--- src/rtl/sub_arb_pkg.sv ---
// Shared types and helpers for the subtractor-sharing arbiter.
//   state_e : FSM encoding (StIdle = no result held, StBusy = result held)
//   clog2   : ceiling log2, used to size the requester index
package sub_arb_pkg;

    typedef enum logic {
        StIdle = 1'b0,
        StBusy = 1'b1
    } state_e;

    // Never returns less than 1 so a 1-requester index still has a bit.
    function automatic int unsigned clog2(input int unsigned n);
        int unsigned r;
        int unsigned v;
        r = 0;
        v = (n > 0) ? n - 1 : 0;
        while (v > 0) begin
            r++;
            v = v >> 1;
        end
        return (r == 0) ? 1 : r;
    endfunction

endpackage

--- src/rtl/rr_priority_picker.sv ---
// Combinational round-robin picker: returns the first set request bit found
// searching from rr_ptr upward, wrapping modulo NUM_REQ.
//   req     : request vector
//   rr_ptr  : starting search index (always < NUM_REQ)
//   gnt_vec : one-hot winner (all zero when no request)
//   index   : binary index of the winner
//   any     : at least one request present
module rr_priority_picker #(
    parameter int unsigned NUM_REQ = 4,
    parameter int unsigned IDW     = 2
) (
    input  logic [NUM_REQ-1:0] req,
    input  logic [IDW-1:0]     rr_ptr,
    output logic [NUM_REQ-1:0] gnt_vec,
    output logic [IDW-1:0]     index,
    output logic               any
);

    always_comb begin
        int  j;
        logic found;
        gnt_vec = '0;
        index   = '0;
        found   = 1'b0;
        for (int i = 0; i < int'(NUM_REQ); i++) begin
            j = int'(rr_ptr) + i;
            if (j >= int'(NUM_REQ)) begin
                j = j - int'(NUM_REQ);
            end
            if (!found && req[j]) begin
                found      = 1'b1;
                gnt_vec[j] = 1'b1;
                index      = IDW'(j);
            end
        end
        any = found;
    end

endmodule

--- src/rtl/sub_share_arbiter.sv ---
// Shares one DATAWIDTH-bit subtractor (diff = a - b) among NUM_REQ requesters
// with round-robin grant and a single registered valid/ready result port.
// Optional build macro SUB_ARB_SAT_EN: clamp diff_out to 0 on borrow
// (undefined: wrap modulo 2^DATAWIDTH). borrow is reported either way.
// Ports:
//   Clk, Rst_n : clock, async active-low reset
//   req        : per-requester request, held until granted
//   a_in, b_in : packed operands, requester k at [k*DATAWIDTH +: DATAWIDTH]
//   gnt        : one-hot combinational grant, asserted in the accept cycle only
//   diff_out   : registered difference
//   diff_id    : requester owning diff_out
//   borrow     : a < b (unsigned) for this result
//   diff_valid : result valid
//   rsp_ready  : consumer takes the result this cycle
module sub_share_arbiter
    import sub_arb_pkg::*;
#(
    parameter  int unsigned DATAWIDTH = 8,
    parameter  int unsigned NUM_REQ   = 4,
    localparam int unsigned IDW       = clog2(NUM_REQ)
) (
    input  logic                           Clk,
    input  logic                           Rst_n,
    input  logic [NUM_REQ-1:0]             req,
    input  logic [NUM_REQ*DATAWIDTH-1:0]   a_in,
    input  logic [NUM_REQ*DATAWIDTH-1:0]   b_in,
    output logic [NUM_REQ-1:0]             gnt,
    output logic [DATAWIDTH-1:0]           diff_out,
    output logic [IDW-1:0]                 diff_id,
    output logic                           borrow,
    output logic                           diff_valid,
    input  logic                           rsp_ready
);

    state_e                 state_q, state_d;
    logic [IDW-1:0]         rr_ptr_q, rr_ptr_d;
    logic [DATAWIDTH-1:0]   diff_q, diff_d;
    logic [IDW-1:0]         id_q, id_d;
    logic                   borrow_q, borrow_d;

    logic [NUM_REQ-1:0]     pick_gnt;
    logic [IDW-1:0]         pick_idx;
    logic                   pick_any;
    logic                   accept;
    logic [DATAWIDTH-1:0]   a_sel, b_sel;
    logic [DATAWIDTH:0]     sub_full;

    rr_priority_picker #(
        .NUM_REQ (NUM_REQ),
        .IDW     (IDW)
    ) u_picker (
        .req     (req),
        .rr_ptr  (rr_ptr_q),
        .gnt_vec (pick_gnt),
        .index   (pick_idx),
        .any     (pick_any)
    );

    // Rst_n gating keeps gnt low while reset is held, even with requests present.
    assign accept = pick_any && Rst_n && ((state_q == StIdle) || rsp_ready);
    assign gnt    = accept ? pick_gnt : '0;

    assign a_sel    = a_in[pick_idx*DATAWIDTH +: DATAWIDTH];
    assign b_sel    = b_in[pick_idx*DATAWIDTH +: DATAWIDTH];
    // Extra MSB of the widened subtract is the borrow.
    assign sub_full = {1'b0, a_sel} - {1'b0, b_sel};

    always_comb begin
        state_d  = state_q;
        rr_ptr_d = rr_ptr_q;
        diff_d   = diff_q;
        id_d     = id_q;
        borrow_d = borrow_q;
        if (accept) begin
            state_d  = StBusy;
            id_d     = pick_idx;
            borrow_d = sub_full[DATAWIDTH];
`ifdef SUB_ARB_SAT_EN
            diff_d   = sub_full[DATAWIDTH] ? '0 : sub_full[DATAWIDTH-1:0];
`else
            diff_d   = sub_full[DATAWIDTH-1:0];
`endif
            rr_ptr_d = (pick_idx == IDW'(NUM_REQ - 1)) ? '0 : IDW'(pick_idx + 1'b1);
        end else if ((state_q == StBusy) && rsp_ready) begin
            state_d = StIdle;
        end
    end

    always_ff @(posedge Clk or negedge Rst_n) begin
        if (!Rst_n) begin
            state_q  <= StIdle;
            rr_ptr_q <= '0;
            diff_q   <= '0;
            id_q     <= '0;
            borrow_q <= 1'b0;
        end else begin
            state_q  <= state_d;
            rr_ptr_q <= rr_ptr_d;
            diff_q   <= diff_d;
            id_q     <= id_d;
            borrow_q <= borrow_d;
        end
    end

    assign diff_out   = diff_q;
    assign diff_id    = id_q;
    assign borrow     = borrow_q;
    assign diff_valid = (state_q == StBusy);

endmodule

--- config.mk ---
export PLATFORM = sky130hd
export DESIGN_NAME = sub_share_arbiter
export DESIGN_NICKNAME = d
export VERILOG_FILES = /design/src/rtl/sub_arb_pkg.sv /design/src/rtl/rr_priority_picker.sv /design/src/rtl/sub_share_arbiter.sv
export SDC_FILE = /design/constraint.sdc
export NUM_CORES = 1
export LEC_CHECK = 0
export BUFFER_PORTS_ARGS = -buffer_cell sky130_fd_sc_hd__buf_2
export CORE_UTILIZATION = 57
export CTS_BUF_LIST = sky130_fd_sc_hd__clkbuf_16
export DETAILED_ROUTE_END_ITERATION = 8
export PLACE_DENSITY_LB_ADDON = 0.08
export SYNTH_ARGS = -nofsm -noshare
export SYNTH_HDL_FRONTEND = slang
export SYNTH_SLANG_ARGS = --single-unit
export TNS_END_PERCENT = 50
--- constraint.sdc ---
create_clock -name Clk -period 11.05 [get_ports Clk]
set_input_delay 0 -clock Clk [delete_from_list [all_inputs] [get_ports Clk]]
set_output_delay 0 -clock Clk [all_outputs]
set_load 0.02 [all_outputs]
## Yosys cells after proc, flatten, opt, wreduce, memory -nomap -nowiden

Cells that the tools add are included.

| operators by class | value |
|---|---|
| order comparisons | 12 |
| divide/modulo/power cells | 0 |
| mux-type cells | 40 |
| $mul | 0 |
| shift operators | 2 |
| bitwise operators | 4 |
| $add $sub $neg | 9 |
| equality and inequality tests | 1 |
| reductions and logical operators | 15 |

Operator list:

| cell | number |
|---|---|
| >= comparator 32 x 1 -> 1 bit, second input constant | 4 |
| < comparator 32 x 4 -> 1 bit, second input constant | 4 |
| 2-to-1 mux 32 bit | 4 |
| >= comparator 32 x 4 -> 1 bit, second input constant | 3 |
| subtractor 32 x 4 -> 32 bit, second input constant | 3 |
| variable part select 32 x 6 -> 8 bit | 2 |
| 2-to-1 mux 4 bit | 5 |
| 2-to-1 mux 1 bit | 18 |
| OR 4 bit | 3 |
| logical AND 1 bit | 10 |
| 2-to-1 mux 2 bit | 5 |
| subtractor 8 x 8 -> 9 bit | 1 |
| binary-select mux 1 bit (select 2 bit) | 4 |
| demux 1 bit (select 2 bit) | 4 |
| adder 2 x 2 -> 3 bit, second input constant | 2 |
| subtractor 2 x 3 -> 4 bit, second input constant | 1 |
| adder 2 x 1 -> 3 bit, second input constant | 1 |
| >= comparator 2 x 3 -> 1 bit, second input constant | 1 |
| logical NOT 1 bit | 3 |
| adder 2 x 1 -> 2 bit, second input constant | 1 |
| equality test 2 bit, second input constant | 1 |
| nonzero test 2 bit | 1 |
| logical OR 1 bit | 1 |
| NOT 1 bit | 1 |

| word-level totals | value |
|---|---|
| RAM bits | 0 |
| memories | 0 |
| register bits after elaboration | 14 |
| bits in latches | 0 |
| output and inout bits | 16 |
| bits of input ports | 71 |
| memory bits (read-only) | 0 |

## Logic depth before layout (Yosys ltp)

| logic depth | value |
|---|---|
| depth in word-level cells | 18 |
| gate-level depth with buffers | 22 |
| gate-level depth less buffers | 17 |

## Modules after synthesis

From an unflattened synthesis, not the netlist that was laid out.

| unflattened totals | value |
|---|---|
| cell total of the unflattened synthesis | 181 |
| area total of the unflattened synthesis | 1829.3 µm² |

By module, submodules not included:

| module | times used | area each (µm²) | sequential area each (µm²) | cells an instance |
|---|---|---|---|---|
| sub_share_arbiter | 1 | 1368.8 | 350.3 | 133 |
| rr_priority_picker | 1 | 460.4 | 0.0 | 48 |

## Least setup slack after synthesis

OpenSTA, ideal clock, no wires.

| timing path | value |
|---|---|
| path kind | register to register |
| start point | register rr_ptr_q[0] |
| end point | register borrow_q (netlist: borrow) |
| cell stages (with the launch flop) | 23 |
| arrival | 4.231 ns |
| setup slack | 6.709 ns |
| period minus slack after synthesis | 4.341 ns |
| path buffers | 5 |
| required time | 10.940 ns |
| library setup time | 0.110 ns |
| path through | dfrtp_1 buf_6 inv_2 clkbuf_1 clkbuf_1 ha_1 nor4_1 a32oi_1 and2_1 buf_2 buf_2 o22ai_1 o22ai_1 a32oi_1 ha_1 inv_1 fa_1 a21o_1 a21oi_1 o21bai_1 a21oi_1 nor2_1 o41ai_1 |

| between the ends | value |
|---|---|
| word-level cells in the longest chain between the ends | 17 |

Ends and longest elaborated chain:

| what | RTL line | RTL |
|---|---|---|
| start, declared | sub_share_arbiter.sv:36 | `logic [IDW-1:0] rr_ptr_q, rr_ptr_d;` |
| start signal, assigned | sub_share_arbiter.sv:98 | `rr_ptr_q <= rr_ptr_d;` |
| parallel branches: the longest is 17 deep, another holds subtractor 32 x 4 -> 32 bit | - |  |
| end signal, assigned | sub_share_arbiter.sv:101 | `borrow_q <= borrow_d;` |
| end, declared | sub_share_arbiter.sv:39 | `logic borrow_q, borrow_d;` |

Several ways; the timed one is not identified. The select of a mux whose other input is x is not followed.
A chain may end at the register's enable or synchronous reset.

## Final worst setup path

| timing path | value |
|---|---|
| start point | register rr_ptr_q[0] |
| end point | register diff_q[7] (netlist: diff_out[7]) |

| between the ends | value |
|---|---|
| word-level cells in the longest chain between the ends | 17 |

Ends and longest elaborated chain:

| what | RTL line | RTL |
|---|---|---|
| parallel branches: the longest is 17 deep, another holds subtractor 32 x 4 -> 32 bit | - |  |
| end signal, assigned | sub_share_arbiter.sv:99 | `diff_q <= diff_d;` |
| end, declared | sub_share_arbiter.sv:37 | `logic [DATAWIDTH-1:0] diff_q, diff_d;` |

Several ways; the timed one is not identified. The select of a mux whose other input is x is not followed.

==> impl_metrics.yaml <==
status:
  run_status: "finished clean"
synthesis:
  synth_fp_nets: 474
  synth_enable_flop_cells: 0
  synth-seq-area-share: 0.127
  portion_of_synthesized_cell_area_occupied_by_the_leading_cell_type: 0.147
  synthesis.yosys.warnings: 0
  syn_area_per_cell_um2: 7.12
  post_synth_instance_area_um2: 2770
  synth_seq_cells: 14
  synth_async_sr_flop_share: 1.00
  synth_area_leader_cell: "o22ai_1"
  synth_cell_type_count: 45
  synth_top_cells_by_area: "o22ai_1, dfrtp_1, mux2i_1"
  synthCells: 389
  synth_top_flop_cell: "dfrtp_1"
die:
  start_util: 0.615
  io_pins: 87
  die_ar_um2: 5140
  core_um2: 4500
  die-height_um: 71.7
  rows: 24
  dieWidth_um: 71.7
sta:
  rsz_0062_raised_after_global_routing: "false"
  totalNegativeSetupSlack_ns: 0
  max_slew.worst_pin.slew_ns: 0.987
  finalHoldWorstSlack_ns: 0.0322
  final_clock_period_utilization_by_the_worst_path: 0.495
  slew_headroom: 0.323
  clock-skew-final_ns: 0.00442
  worst_slack_ns: 5.58
  report.final.setup_viol: 0
  timing.final.crit_period_ns: 5.47
  timing.final.max_slew_violations: 0
  fmax_mhz: 183
  final-hold-violation-count: 0
critical_path:
  required_time_of_the_critical_path_ns: 11.23
  critical_path.endpoint_type: "register"
  cp_num_buf_inv: 3
  slowest_stage_delay_on_critical_path_ns: 0.58
  worst_ep_arrival_time_ns: 5.64
  cell_chain_critical_path: "buf_4, inv_2, ha_1, mux4_2, nor2_4, buf_4, nor3_1, o22ai_1, a32oi_1, ha_1, nor2b_1, o21ai_0, a21boi_0, o211ai_1, a2111oi_0, nand3b_1"
  crit_path_top_delay_cell: "inv_2"
  worstSetupStartpointType: "register"
  worstSetupPathType: "register to register"
  critical-path-top-delay-family: "buffers and inverters"
  timing.critical_path.fanout_max: 68
grt:
  global_route.usage.total: 0.307
  global_route.overflow_total: 0
  grt_antenna_before_repair: 0
  grt_start_max_net_pins: 69
  number_of_global_route_vias_before_repair: 2837
  grt_first_pass_wirelength_mm: 13.0
clock_network:
  path_clk_slew_ns: 0.05
  clock-sinks: 14
  maximum_count_of_clock_buffers_along_a_single_path: 2
  cts-htree-levels: 1
  cts_inserted_buffers: 3
  cts_root_buf: "clkbuf_16"
  tritoncts: "built"
  clk-insertion-delay-late_ns: 0.25
pwr:
  share_seq_of_total_power: 0.076
  irDropWorstVdd_mv: 0.332
  pwr-share-comb: 0.868
  report.power.total_mw: 1.25
  power_share_of_the_clock_group: 0.055
  sw_frac_of_total: 0.542
  intPower_mw: 0.570
  total_leakage_power_nw: 1.37
  net-switching-power_mw: 0.675
  pwr_density_cell_nw_per_um2: 386
place:
  dpl.cell_count: 495
  numPortBuffers: 86
  pre_cts_ws_ns: 5.72
  gp_congestion: 0.819
  hpwl_mm: 5.35
final_layout:
  drive_above_1_share: 0.241
  final_cell_mix: "buf_2, o22ai_1, o21ai_0, mux2i_1, nor3_1"
  finished_layout_cells: 500
  num-nets-final: 534
  mostFrequentLayoutCell: "buf_2"
  insertedDiodeCount: 0
  layout-area-overhead-vs-synth_pct: 16.6
route:
  detail_route.wl_per_cell_um: 16.3
  drc: 0
  vias: 3382
  ant_nets: 0
  route.detailed.vias_per_inst: 6.76
  drt_pass1_iterations: 5
  route.final.wire_length_mm: 8.14
  drt_initial_violations: 390
job:
  drv.max_cap_violation_count: 0
hold_path:
  hold_class: "input port to register"
[kinds of logic after synthesis]
logic type                 Yosys count  synth area share
AOI/OAI and AO/OA                  174             0.399
and+or+nand+nor                     96             0.171
buffers and inverters               49            0.0813
muxes                               39             0.147
adders and majority gates           14            0.0660
DFF                                 14             0.127
xor gates and xnor gates             3           0.00949
[power groups by stage]
stage	registers, mW	clock network [mW]	logic (mW)
after floorplan	0.118	0	0.825
after global placement	0.0933	0	1.03
after detailed placement	0.0935	0	1.05
after CTS	0.0945	0.0692	1.07
after global routing	0.0976	0.0721	1.19
final	0.0951	0.0687	1.08
[sequential cells by signal (all words and copies together), names as in the netlist]
signal and cells:
diff_out 8, diff_id 2, rr_ptr_q 2, borrow 1
diff_valid 1
[worst reg2reg max path, stage by stage, from the launching register on]
cell       delay [ns]
dfrtp_2          0.33
buf_4            0.54
inv_2            0.58
ha_1             0.59
mux4_2           0.43
nor2_4           0.13
buf_4            0.51
nor3_1           0.13
o22ai_1          0.19
a32oi_1          0.20
ha_1             0.33
nor2b_1          0.11
o21ai_0          0.11
a21boi_0         0.46
o211ai_1         0.19
a2111oi_0        0.39
nand3b_1         0.16
[timing repair]
item / CTS / global route
endpoints found under the hold margin: 14 / 0
buffers inserted: 0 / 0
hold buffers: 1 / 0
resized for setup: 0 / 0
[final timing paths]
check | from | endpoint | slack (ns) | cells after the start
hold reg to reg | diff_out[4]$_DFFE_PN0P_ | diff_out[4]$_DFFE_PN0P_ | 0.48 | 2
setup reg to reg | rr_ptr_q[0]$_DFFE_PN0P_ | diff_out[7]$_DFFE_PN0P_ | 5.58 | 16
hold / removal | rsp_ready | diff_valid$_DFFE_PN0P_ | 0.03 | 3
max in group asynchronous | Rst_n | rr_ptr_q[0]$_DFFE_PN0P_ | 10.62 | 2
setup / recovery | rr_ptr_q[0]$_DFFE_PN0P_ | diff_out[7]$_DFFE_PN0P_ | 5.58 | 16
min in group asynchronous | Rst_n | diff_out[6]$_DFFE_PN0P_ | 0.17 | 2
[cells in the mapped netlist (3+ instances only)]
cell	number
a21oi_1	27
a22oi_1	6
a32o_1	8
a32oi_1	9
buf_2	12
buf_4	5
clkbuf_1	19
dfrtp_1	14
ha_1	13
inv_1	9
mux2_2	3
mux2i_1	35
nand2_1	31
nand2b_1	4
nor2_1	8
nor2b_1	5
nor3_1	35
nor3b_1	3
o21a_1	6
o21ai_0	38
o22ai_1	65
o31ai_1	3
o41ai_1	3
xnor2_1	3
[layout make-up]
cell class	count	area, um^2
clock buffers	3	75.1
clock inverters	1	3.75
fillers	400	1280
inverters	10	37.5
multi-input cells	326	2200
flip-flops and latches	14	352
well taps	52	65.1
repair buffers	94	493
[stage by stage]
step | utilization | instance area (um^2)
floorplan | - | 2770
global placement | 0.697 | 3140
detailed placement | 0.697 | 3140
CTS | 0.717 | 3230
global route | 0.717 | 3230
finish | 0.717 | 3230
[per-layer routing]
layer	share of wire	wire length, um	up-vias	track usage
met3	0.080	653	12	0.0506
met5	0	0	-	0
met4	0.010	82	0	0.0545
met2	0.47	3830	169	0.507
met1	0.44	3570	1556	0.427
li1	-	-	1645	-
Note: power is estimated with default switching activity, not from simulation.
